===== src/rtl/lcd_pkg.sv =====
// Shared definitions for the HD44780-style LCD responder: command codes,
// DDRAM bases, error flag positions, controller state and cursor stepping.
package lcd_pkg;

   localparam logic [7:0] CMD_CLEAR      = 8'h01;
   localparam logic [7:0] CMD_HOME       = 8'h02;
   localparam logic [7:0] CMD_ENTRY_INC  = 8'h06;
   localparam logic [7:0] CMD_DISPLAY_ON = 8'h0C;
   localparam logic [7:0] CMD_FUNC_SET   = 8'h38;

   localparam logic [7:0] DDRAM_LINE1 = 8'h80;
   localparam logic [7:0] DDRAM_LINE2 = 8'hC0;

   localparam logic [7:0] SPACE = 8'h20;

   localparam int ERR_BUSY  = 0;
   localparam int ERR_PULSE = 1;
   localparam int ERR_ADDR  = 2;
   localparam int ERR_RW    = 3;

   typedef enum logic [1:0] {
      S_POWERUP,
      S_IDLE,
      S_EXEC,
      S_CLEAR
   } lcd_state_t;

   // Cursor moves one position and wraps naturally within the 32-entry buffer.
   function automatic logic [4:0] step_cursor(input logic [4:0] cur, input logic inc);
      return inc ? cur + 5'd1 : cur - 5'd1;
   endfunction

endpackage


===== src/rtl/lcd_responder_if.sv =====
// LCD writer bus: 8-bit write-only HD44780 style bus driven by the LCD writer.
interface lcd_responder_if;
   logic [7:0] lcd_data;
   logic       lcd_rs;
   logic       lcd_rw;
   logic       lcd_e;

   modport master (output lcd_data, output lcd_rs, output lcd_rw, output lcd_e);
   modport slave  (input  lcd_data, input  lcd_rs, input  lcd_rw, input  lcd_e);
endinterface


===== src/rtl/lcd_ddram.sv =====
// 32x8 display buffer: one synchronous write port shared by data writes and
// the clear sequencer, one registered read port.
module lcd_ddram (
   input  logic       clk,
   input  logic       rst,
   input  logic       we,
   input  logic [4:0] wr_addr,
   input  logic [7:0] wr_data,
   input  logic [4:0] rd_addr,
   output logic [7:0] rd_data
);

   logic [7:0] mem [32];

   // Store one character per cycle when the write port is enabled.
   always_ff @(posedge clk) begin
      if (we) begin
         mem[wr_addr] <= wr_data;
      end
   end

   // Registered read; cleared on reset so the output is defined before any fill.
   always_ff @(posedge clk) begin
      if (rst) begin
         rd_data <= '0;
      end else begin
         rd_data <= mem[rd_addr];
      end
   end

endmodule


===== src/rtl/lcd_responder.sv =====
// HD44780-style bus responder: latches the bus on each E falling edge,
// decodes commands and data into a 32-character buffer, models busy time
// and records protocol violations as sticky error flags.
module lcd_responder
   import lcd_pkg::*;
#(
   parameter int BUSY_STD     = 2000,
   parameter int BUSY_CLR     = 80000,
   parameter int BUSY_POWERUP = 2000000,
   parameter int MIN_PULSE    = 12
) (
   input  logic                  clk,
   input  logic                  rst,
   lcd_responder_if.slave        bus,
   input  logic [4:0]            rd_addr,
   output logic [7:0]            rd_char,
   output logic [4:0]            cursor,
   output logic                  busy,
   output logic                  display_on,
   output logic                  initialized,
   output logic                  frame_done,
   input  logic                  err_clr,
   output logic [3:0]            err
);

   localparam int CNT_MAX = (BUSY_POWERUP > BUSY_CLR) ?
                            ((BUSY_POWERUP > BUSY_STD) ? BUSY_POWERUP : BUSY_STD) :
                            ((BUSY_CLR > BUSY_STD) ? BUSY_CLR : BUSY_STD);
   localparam int CNT_W = $clog2(CNT_MAX + 1);
   localparam logic [7:0] MIN_PULSE_W = 8'(MIN_PULSE);

   lcd_state_t       state;
   logic [CNT_W-1:0] busy_cnt;
   logic [5:0]       fill_idx;
   logic             inc;

   logic       e_q;
   logic [7:0] data_q;
   logic       rs_q;
   logic       rw_q;
   logic [7:0] hi_cnt;
   logic       fall;

   logic       accept;
   logic       is_data;
   logic       cmd_clear;
   logic       cmd_home;
   logic       cmd_entry;
   logic       cmd_display;
   logic       cmd_func;
   logic       cmd_addr;
   logic [4:0] new_addr;
   logic [3:0] new_err;

   logic       fill_we;
   logic       mem_we;
   logic [4:0] mem_addr;
   logic [7:0] mem_data;

   assign fall = e_q & ~bus.lcd_e;

   // Track E, capture the bus while E is high and count the high width.
   always_ff @(posedge clk) begin
      if (rst) begin
         e_q    <= 1'b0;
         data_q <= '0;
         rs_q   <= 1'b0;
         rw_q   <= 1'b0;
         hi_cnt <= '0;
      end else begin
         e_q <= bus.lcd_e;
         if (bus.lcd_e) begin
            data_q <= bus.lcd_data;
            rs_q   <= bus.lcd_rs;
            rw_q   <= bus.lcd_rw;
            if (hi_cnt != 8'hFF) begin
               hi_cnt <= hi_cnt + 8'd1;
            end
         end else begin
            hi_cnt <= '0;
         end
      end
   end

   // Qualify the falling edge and decode the latched command or data byte.
   always_comb begin
      accept      = 1'b0;
      is_data     = 1'b0;
      cmd_clear   = 1'b0;
      cmd_home    = 1'b0;
      cmd_entry   = 1'b0;
      cmd_display = 1'b0;
      cmd_func    = 1'b0;
      cmd_addr    = 1'b0;
      new_addr    = '0;
      new_err     = '0;
      if (fall) begin
         if (rw_q) begin
            new_err[ERR_RW] = 1'b1;
         end else if (busy) begin
            new_err[ERR_BUSY] = 1'b1;
         end else begin
            accept = 1'b1;
            if (hi_cnt < MIN_PULSE_W) begin
               new_err[ERR_PULSE] = 1'b1;
            end
         end
      end
      if (accept) begin
         if (rs_q) begin
            is_data = 1'b1;
         end else begin
            casez (data_q)
               8'b1???????: begin
                  if (data_q[6:4] == 3'b000) begin
                     cmd_addr = 1'b1;
                     new_addr = {1'b0, data_q[3:0]};
                  end else if (data_q[6:4] == 3'b100) begin
                     cmd_addr = 1'b1;
                     new_addr = {1'b1, data_q[3:0]};
                  end else begin
                     new_err[ERR_ADDR] = 1'b1;
                  end
               end
               8'b001?????: cmd_func    = 1'b1;
               8'b00001???: cmd_display = 1'b1;
               8'b000001??: cmd_entry   = 1'b1;
               8'b0000001?: cmd_home    = 1'b1;
               8'b00000001: cmd_clear   = 1'b1;
               default: begin
               end
            endcase
         end
      end
   end

   // Buffer write port: the space-fill sequencer owns it while it runs.
   always_comb begin
      fill_we  = ((state == S_POWERUP) || (state == S_CLEAR)) && !fill_idx[5];
      mem_we   = !rst && (fill_we || is_data);
      mem_addr = fill_we ? fill_idx[4:0] : cursor;
      mem_data = fill_we ? SPACE : data_q;
   end

   lcd_ddram u_ddram (
      .clk     (clk),
      .rst     (rst),
      .we      (mem_we),
      .wr_addr (mem_addr),
      .wr_data (mem_data),
      .rd_addr (rd_addr),
      .rd_data (rd_char)
   );

   // Controller state, busy timing, cursor/mode registers and sticky errors.
   always_ff @(posedge clk) begin
      if (rst) begin
         state       <= S_POWERUP;
         busy        <= 1'b1;
         busy_cnt    <= CNT_W'(BUSY_POWERUP - 1);
         fill_idx    <= '0;
         cursor      <= '0;
         inc         <= 1'b1;
         display_on  <= 1'b0;
         initialized <= 1'b0;
         err         <= '0;
         frame_done  <= 1'b0;
      end else begin
         err        <= (err_clr ? 4'b0000 : err) | new_err;
         frame_done <= is_data && (cursor == 5'd31);
         if (fill_we) begin
            fill_idx <= fill_idx + 6'd1;
         end
         case (state)
            S_IDLE: begin
               if (accept) begin
                  busy <= 1'b1;
                  if (cmd_clear) begin
                     state    <= S_CLEAR;
                     fill_idx <= '0;
                     busy_cnt <= CNT_W'(BUSY_CLR - 1);
                  end else if (cmd_home) begin
                     state    <= S_EXEC;
                     busy_cnt <= CNT_W'(BUSY_CLR - 1);
                  end else begin
                     state    <= S_EXEC;
                     busy_cnt <= CNT_W'(BUSY_STD - 1);
                  end
               end
            end
            default: begin
               if (busy_cnt == '0) begin
                  state <= S_IDLE;
                  busy  <= 1'b0;
               end else begin
                  busy_cnt <= busy_cnt - 1'b1;
               end
            end
         endcase
         if (is_data) begin
            cursor <= step_cursor(cursor, inc);
         end
         if (cmd_clear) begin
            cursor <= '0;
            inc    <= 1'b1;
         end
         if (cmd_home) begin
            cursor <= '0;
         end
         if (cmd_entry) begin
            inc <= data_q[1];
         end
         if (cmd_display) begin
            display_on <= data_q[2];
         end
         if (cmd_func) begin
            initialized <= 1'b1;
         end
         if (cmd_addr) begin
            cursor <= new_addr;
         end
      end
   end

endmodule


===== src/flat_wrapper.sv =====
// flat-port wrapper written by rule: the top's interface ports become plain ports
module lcd_responder_flat import lcd_pkg::*;
#(
   parameter int BUSY_STD     = 2000,
   parameter int BUSY_CLR     = 80000,
   parameter int BUSY_POWERUP = 2000000,
   parameter int MIN_PULSE    = 12
)
  (clk, rst, rd_addr, rd_char, cursor, busy, display_on, initialized, frame_done, err_clr, err, bus_lcd_data, bus_lcd_rs, bus_lcd_rw, bus_lcd_e);
  lcd_responder_if bus_i ();
  input  logic clk;
  input  logic rst;
  input  logic [4:0] rd_addr;
  output logic [7:0] rd_char;
  output logic [4:0] cursor;
  output logic busy;
  output logic display_on;
  output logic initialized;
  output logic frame_done;
  input  logic err_clr;
  output logic [3:0] err;
  input wire logic [$bits(bus_i.lcd_data)-1:0] bus_lcd_data;
  input wire logic [$bits(bus_i.lcd_rs)-1:0] bus_lcd_rs;
  input wire logic [$bits(bus_i.lcd_rw)-1:0] bus_lcd_rw;
  input wire logic [$bits(bus_i.lcd_e)-1:0] bus_lcd_e;
  assign bus_i.lcd_data = bus_lcd_data;
  assign bus_i.lcd_rs = bus_lcd_rs;
  assign bus_i.lcd_rw = bus_lcd_rw;
  assign bus_i.lcd_e = bus_lcd_e;
  lcd_responder #(.BUSY_STD(BUSY_STD), .BUSY_CLR(BUSY_CLR), .BUSY_POWERUP(BUSY_POWERUP), .MIN_PULSE(MIN_PULSE)) u_core (.clk(clk), .rst(rst), .bus(bus_i), .rd_addr(rd_addr), .rd_char(rd_char), .cursor(cursor), .busy(busy), .display_on(display_on), .initialized(initialized), .frame_done(frame_done), .err_clr(err_clr), .err(err));
endmodule

===== config.mk =====
export PLATFORM = sky130hd
export DESIGN_NAME = lcd_responder_flat
export DESIGN_NICKNAME = d
export VERILOG_FILES = /design/src/rtl/lcd_pkg.sv /design/src/rtl/lcd_responder_if.sv /design/src/rtl/lcd_ddram.sv /design/src/rtl/lcd_responder.sv /design/src/flat_wrapper.sv
export SDC_FILE = /design/constraint.sdc
export NUM_CORES = 1
export LEC_CHECK = 0
export CORE_MARGIN = 4
export CORE_UTILIZATION = 54
export CTS_CLUSTER_SIZE = 24
export DETAILED_ROUTE_END_ITERATION = 8
export GPL_ROUTABILITY_DRIVEN = 0
export PLACE_DENSITY = 0.75
export RECOVER_POWER = 25
export SYNTH_ARGS = -nofsm -noshare
export SYNTH_HDL_FRONTEND = slang
export SYNTH_SLANG_ARGS = --single-unit

===== constraint.sdc =====
create_clock -name clk -period 3.6 [get_ports clk]
set_input_delay 0.72 -clock clk [delete_from_list [all_inputs] [get_ports clk]]
set_output_delay 0.72 -clock clk [all_outputs]
set_load 0.03 [all_outputs]

Word level (Yosys, flattened, before mapping)
Memories as Yosys holds them, arrays and structs flattened. A register that Yosys moved wholly into a read port is not among the register bits. Cells that the tools add are included.

Bits in registers: 62. Memory bits (writable): 256. Bits of input ports: 19. Output and inout bits: 21. Logic and storage cells: 123. Memories kept: 1.

Memory list: u_core.u_ddram.mem (depth 32, width 8, read ports 1, clocked after Yosys merged registers in 1, wr ports 1, RTL line lcd_ddram.sv:13) `logic [7:0] mem [32];`.

Add/sub/neg operators: 5. Magnitude comparators: 1. Eq/ne operators: 12. Muxes and demuxes: 70. Bitwise operators: 3. Reduce and logical (&&, ||, !) cells: 16.

Operator list (number): two-way mux 21 bit (4); two-way mux 5 bit (11); two-way mux 1 bit (43); two-way mux 6 bit (4); logical NOT 21 bit (1); subtractor 21 x 1 -> 21 bit, second input constant (1); two-way mux 17 bit (1); two-way mux 2 bit (5); adder 8 x 1 -> 8 bit, second input constant (1); equality test 8 x 1 -> 1 bit, second input constant (1); < comparator 8 x 4 -> 1 bit, second input constant (1); two-way mux 8 bit (1); inequality test 8 bit, second input constant (1); equality test 7 x 1 -> 1 bit, second input constant (1); adder 6 x 1 -> 6 bit, second input constant (1); equality test 6 x 1 -> 1 bit, second input constant (1); adder 5 x 1 -> 5 bit, second input constant (1); equality test 5 x 1 -> 1 bit, second input constant (1); equality test 5 bit, second input constant (1); subtractor 5 x 1 -> 5 bit, second input constant (1); two-way mux 4 bit (1); OR 4 bit (1); AND reduction 2 bit (2); nonzero test 2 bit (2); 15 further kinds (19).

Depth between registers and ports, before layout
Depth in word-level cells: 8. Gate-level depth with buffers: 8. Gate-level depth less buffers: 7.

Modules after synthesis
Synthesis repeated with hierarchy kept, for this count alone.

Cell total of the unflattened synthesis: 872. Area total of the unflattened synthesis: 13696.9 um^2.

By module, submodules not included: lcd_ddram (times used 1, cells each 472, area each 10387.5 um^2, seq. area each 7847.5 um^2); lcd_responder (times used 1, cells each 400, area each 3309.4 um^2, seq. area each 1241.2 um^2).

Worst setup path after synthesis
OpenSTA, ideal clock, no wires.

Path type: input to register. Start point: input port bus_lcd_e. End point: memory u_core.u_ddram.mem[10][0], enable pin. Setup time: 0.370 ns. Arrival time: 2.685 ns. Data required time: 3.230 ns. Path slack: 0.544 ns. Stages on the path: 8. Path buffers: 3. Path through: buf_6 > nor4b_4 > and2_0 > buf_2 > a31oi_1 > or3b_2 > buf_2 > nor2_1.

Cells in the longest elaborated chain, start to end: 8.

RTL lines: start, declared (RTL line flat_wrapper.sv:25) `input wire logic [$bits(bus_i.lcd_e)-1:0] bus_lcd_e;`; NOT 1 bit (no source line); AND 1 bit (RTL line lcd_responder.sv:60) `assign fall = e_q & ~bus.lcd_e;`; two-way mux 1 bit (RTL line lcd_responder.sv:97) `if (fall) begin`; two-way mux 1 bit (RTL line lcd_responder.sv:109) `if (accept) begin`; logical OR 1 bit (RTL line lcd_responder.sv:140) `mem_we = !rst && (fill_we || is_data);`; logical AND 1 bit (RTL line lcd_responder.sv:140); two-way mux 1 bit (RTL line lcd_ddram.sv:17) `if (we) begin`; two-way mux 1 bit (implied by the code) (RTL line lcd_ddram.sv:18) `mem[wr_addr] <= wr_data;`; end, declared (RTL line lcd_ddram.sv:13).

No other way between the ends.

Worst setup path after layout
Start point: register u_core.state[1]. End point: memory u_core.u_ddram.mem[15][6] (data pin).

Cells in the longest elaborated chain, start to end: 4. Elaborated cells between the ends (all ways): 5. Classes of those cells: eq/ne: 1; mux: 1; reduce/logical: 3.

RTL lines: start, declared (RTL line lcd_responder.sv:32) `lcd_state_t state;`; start signal, assigned (RTL line lcd_responder.sv:158) `state <= S_POWERUP;`; start signal, assigned (RTL line lcd_responder.sv:179) `state <= S_CLEAR;`; start signal, assigned (RTL line lcd_responder.sv:183) `state <= S_EXEC;`; equality test 2 bit / logical NOT 2 bit (equally long branches) (RTL line lcd_responder.sv:139) `fill_we = ((state == S_POWERUP) || (state == S_CLEAR)) && !fill_idx[5];`; logical OR 1 bit (*) (RTL line lcd_responder.sv:139); logical AND 1 bit (*) (RTL line lcd_responder.sv:139); two-way mux 8 bit (*) (RTL line lcd_responder.sv:142) `mem_data = fill_we ? SPACE : data_q;`; via u_core.mem_data[6] (RTL line lcd_responder.sv:58) `logic [7:0] mem_data;`.

The timed path passes the listed nets; every way through them passes the cells marked *.

==> results_dict.tcl <==
set metrics [dict create \
    cts.sinks 326 \
    viasPerCell 6.11 \
    numCtsBuffers 31 \
    grt_pass1_wl_um 46000 \
    yosys.area.top_type "edfxtp_1" \
    tns_ns 0 \
    wl_per_cell_um 22.2 \
    syn_area_mm2 0.0134 \
    peakVddDrop_uv 419 \
    drtAntennaViolNets 0 \
    die_h_um 166 \
    syn_to_final_growth_pct 15.2 \
    drv_slew 132 \
    synth_cell_types 67 \
    relSlewSlack_pct -14.6 \
    startpoint "u_core.state[1]$_SDFFE_PP0P_" \
    portBuffers 39 \
    antenna_cells 0 \
    ys_top_cells_by_area "edfxtp_1 (57%), dfxtp_1 (10%), mux4_2 (8.7%)" \
    yosysTopAreaCellShare_pct 57.2 \
    r2r_start "u_core.state[1]$_SDFFE_PP0P_" \
    path_class "flop to flop" \
    reg2regPathDepth 5 \
    hold_viol_final 0 \
    power.density_mw_per_mm2 505 \
    crit_path_max_incr_delay_ns 1.23 \
    antenna_found_initial 1 \
    fp-row-count 57 \
    grt_pass1_vias 8017 \
    drc 0 \
    ioPinCount 40 \
    worstPathMaxFanout 32 \
    dp_hpwl_um 18800 \
    start_util_pct 55.1 \
    nets 994 \
    final.setup_skew_ns 0.00835 \
    syn_area_per_cell_um2 15.1 \
    max_freq_mhz 351 \
    grt_max_degree 45 \
    drive_above_1_share_pct 17.7 \
    start_kind "flop" \
    cts-hold-fix-buffers 0 \
    clockBufferDepth 3 \
    worstHoldStart "u_core.err[1]$_SDFF_PP0_" \
    synth_edf_count 256 \
    status "finished, violations left" \
    end_kind "flop" \
    path_clk_slew_ns 0.06 \
    r2r_slack_ns 0.75 \
    setup_viol 0 \
    gr-total-overflow 0 \
    htree_levels 1 \
    cts_resized 0 \
    dr.pass1.iters 5 \
    fin_area_mm2 0.0155 \
    synth_common_cells "edfxtp_1 (256), nor2_1 (86), dfxtp_1 (70)" \
    hp-class "flop to flop" \
    min_period_ns 2.85 \
    clk_latency_ns 0.55 \
    drt_iter0_markers 835 \
    yosysWarningCount 0 \
    wl_um 29200 \
    grt_use_total_pct 21.1 \
    fillers 1760 \
    cp.required_ns 3.70 \
    die_x_um 166 \
    rsz0062_at_grt "false" \
    dpl_cell_area_mm2 0.0144 \
    min_to "u_core.err[1]$_SDFF_PP0_" \
    synth_fp_nets 917 \
    synth.most_common_cell "edfxtp_1" \
    tritoncts "built" \
    path_cells "inv_1 > ha_1 > nand2b_1 > and2_1 > clkbuf_1" \
    postCtsSetupRepairBufs 0 \
    rr_endpoint "u_core.u_ddram.mem[15][6]$_DFFE_PP_" \
    cap_viol_max_count 4 \
    ys_ff_latch 326 \
    design.die.area_mm2 0.0275 \
    vias 8019 \
    ys_seq_area_share_pct 67.6 \
    async_reset_ff_share_pct 0 \
    synth-main-ff-cell "edfxtp_1" \
    period_share_pct 79.2 \
    power.leakage_nw 5.04 \
    core-area_mm2 0.0244 \
    cts_root_buffer "clkbuf_16" \
    crit_slowest_cell "clkbuf_1" \
    cp.arrival_ns 2.95 \
    worst_pin_slew_ns 1.72 \
    hold_depth 2 \
    violations "max-capacitance violations, max-slew violations" \
    synth_cells 889 \
]
-- critical path: cells and delay by family, from the launching register on --
family	cells	cell delay, ns
buffers and inverters	2	1.28
AND/OR/NAND/NOR	2	0.52
flip-flops	1	0.31
adder cells (fa/ha/maj)	1	0.28
-- through the flow --
step	utilization, %	setup WS [ns]	hold WS (ns)	total power [mW]	instances
after floorplan	-	0.544	0.444	4.39	889
after global placement	59.2	0.430	0.456	4.51	1257
after detailed placement	59.2	0.375	0.457	4.51	1257
after CTS	63.5	0.929	0.472	7.88	1313
after global routing	63.5	0.601	0.487	8.07	1313
final	63.5	0.749	0.468	7.81	1313
-- worst max path at each step --
stage	depth (start not counted)	end
after floorplan	8	u_core.u_ddram.mem[10][0]$_DFFE_PP_
after global placement	8	u_core.u_ddram.mem[8][5]$_DFFE_PP_
after detailed placement	8	u_core.u_ddram.mem[4][2]$_DFFE_PP_
after CTS	8	u_core.u_ddram.mem[20][7]$_DFFE_PP_
after global routing	5	u_core.u_ddram.mem[9][3]$_DFFE_PP_
final	5	u_core.u_ddram.mem[15][6]$_DFFE_PP_
-- flip-flops by register name, indices dropped and copies added, names as in the netlist --
signal	count
u_core.u_ddram.mem	256
u_core.busy_cnt	21
u_core.data_q	8
u_core.hi_cnt	8
u_core.u_ddram.rd_data	8
u_core.fill_idx	6
u_core.cursor	5
u_core.err	4
u_core.state	2
u_core.busy	1
u_core.display_on	1
u_core.e_q	1
u_core.frame_done	1
u_core.inc	1
u_core.initialized	1
u_core.rs_q	1
u_core.rw_q	1
-- layout by cell type (no fill, tap or decap), drive strengths merged, types with 6 or more instances in the layout --
cell type	instances
a211o	7
a21oi	19
a22o	8
a22oi	18
a32o	6
and2	12
buf	50
bufinv	6
clkbuf	44
clkdlybuf4s50	36
clkinv	8
dfxtp	70
edfxtp	256
ha	8
inv	9
mux2	13
mux2i	29
mux4	52
nand2	49
nand2b	11
nand3	13
nand4	8
nor2	86
nor2b	14
nor3	15
nor4	14
o21ai	19
o22ai	9
or2	6
or3	6
xnor2	11
xor2	8
-- layer usage --
| layer | GRT usage (%) | vias to the layer above | share of wire (%) | routed length, um |
|---|---|---|---|---|
| li1 | - | 3623 | - | - |
| met1 | 29.4 | 3971 | 41 | 11900 |
| met2 | 33.9 | 356 | 48 | 14100 |
| met3 | 4.57 | 67 | 8.1 | 2380 |
| met4 | 6.31 | 2 | 3.0 | 870 |
| met5 | 0 | - | 0.041 | 12 |
-- area by class of cell --
class	count	area (um2)	area share, %
flip-flops and latches	326	9090	58.7
repair buffers	92	790	5.10
clock buffers	39	826	5.33
multi-input cells	506	4100	26.5
clock inverters	17	234	1.51
inverters	9	33.8	0.218
well taps	324	405	2.62
-- cell families (layout without fill, tap and decap cells) --
group                      count (synthesis)  after routing  synth area share (%)
buffers and inverters                     57            157                  1.86
AOI/OAI and AO/OA                        128            128                  6.84
and+or+nand+nor                          256            256                  9.59
DFF                                      326            326                  67.6
xor gates and xnor gates                  19             19                  1.24
adders and majority gates                  9              9                 0.894
muxes                                     94             94                  12.0
-- where the power goes --
group	leakage (nW)	internal, mW	switching, mW
clock	0.513	2.04	1.34
combinational	1.81	0.159	0.202
sequential	2.72	4.05	0.0268
(Power assumes the default switching activity.)
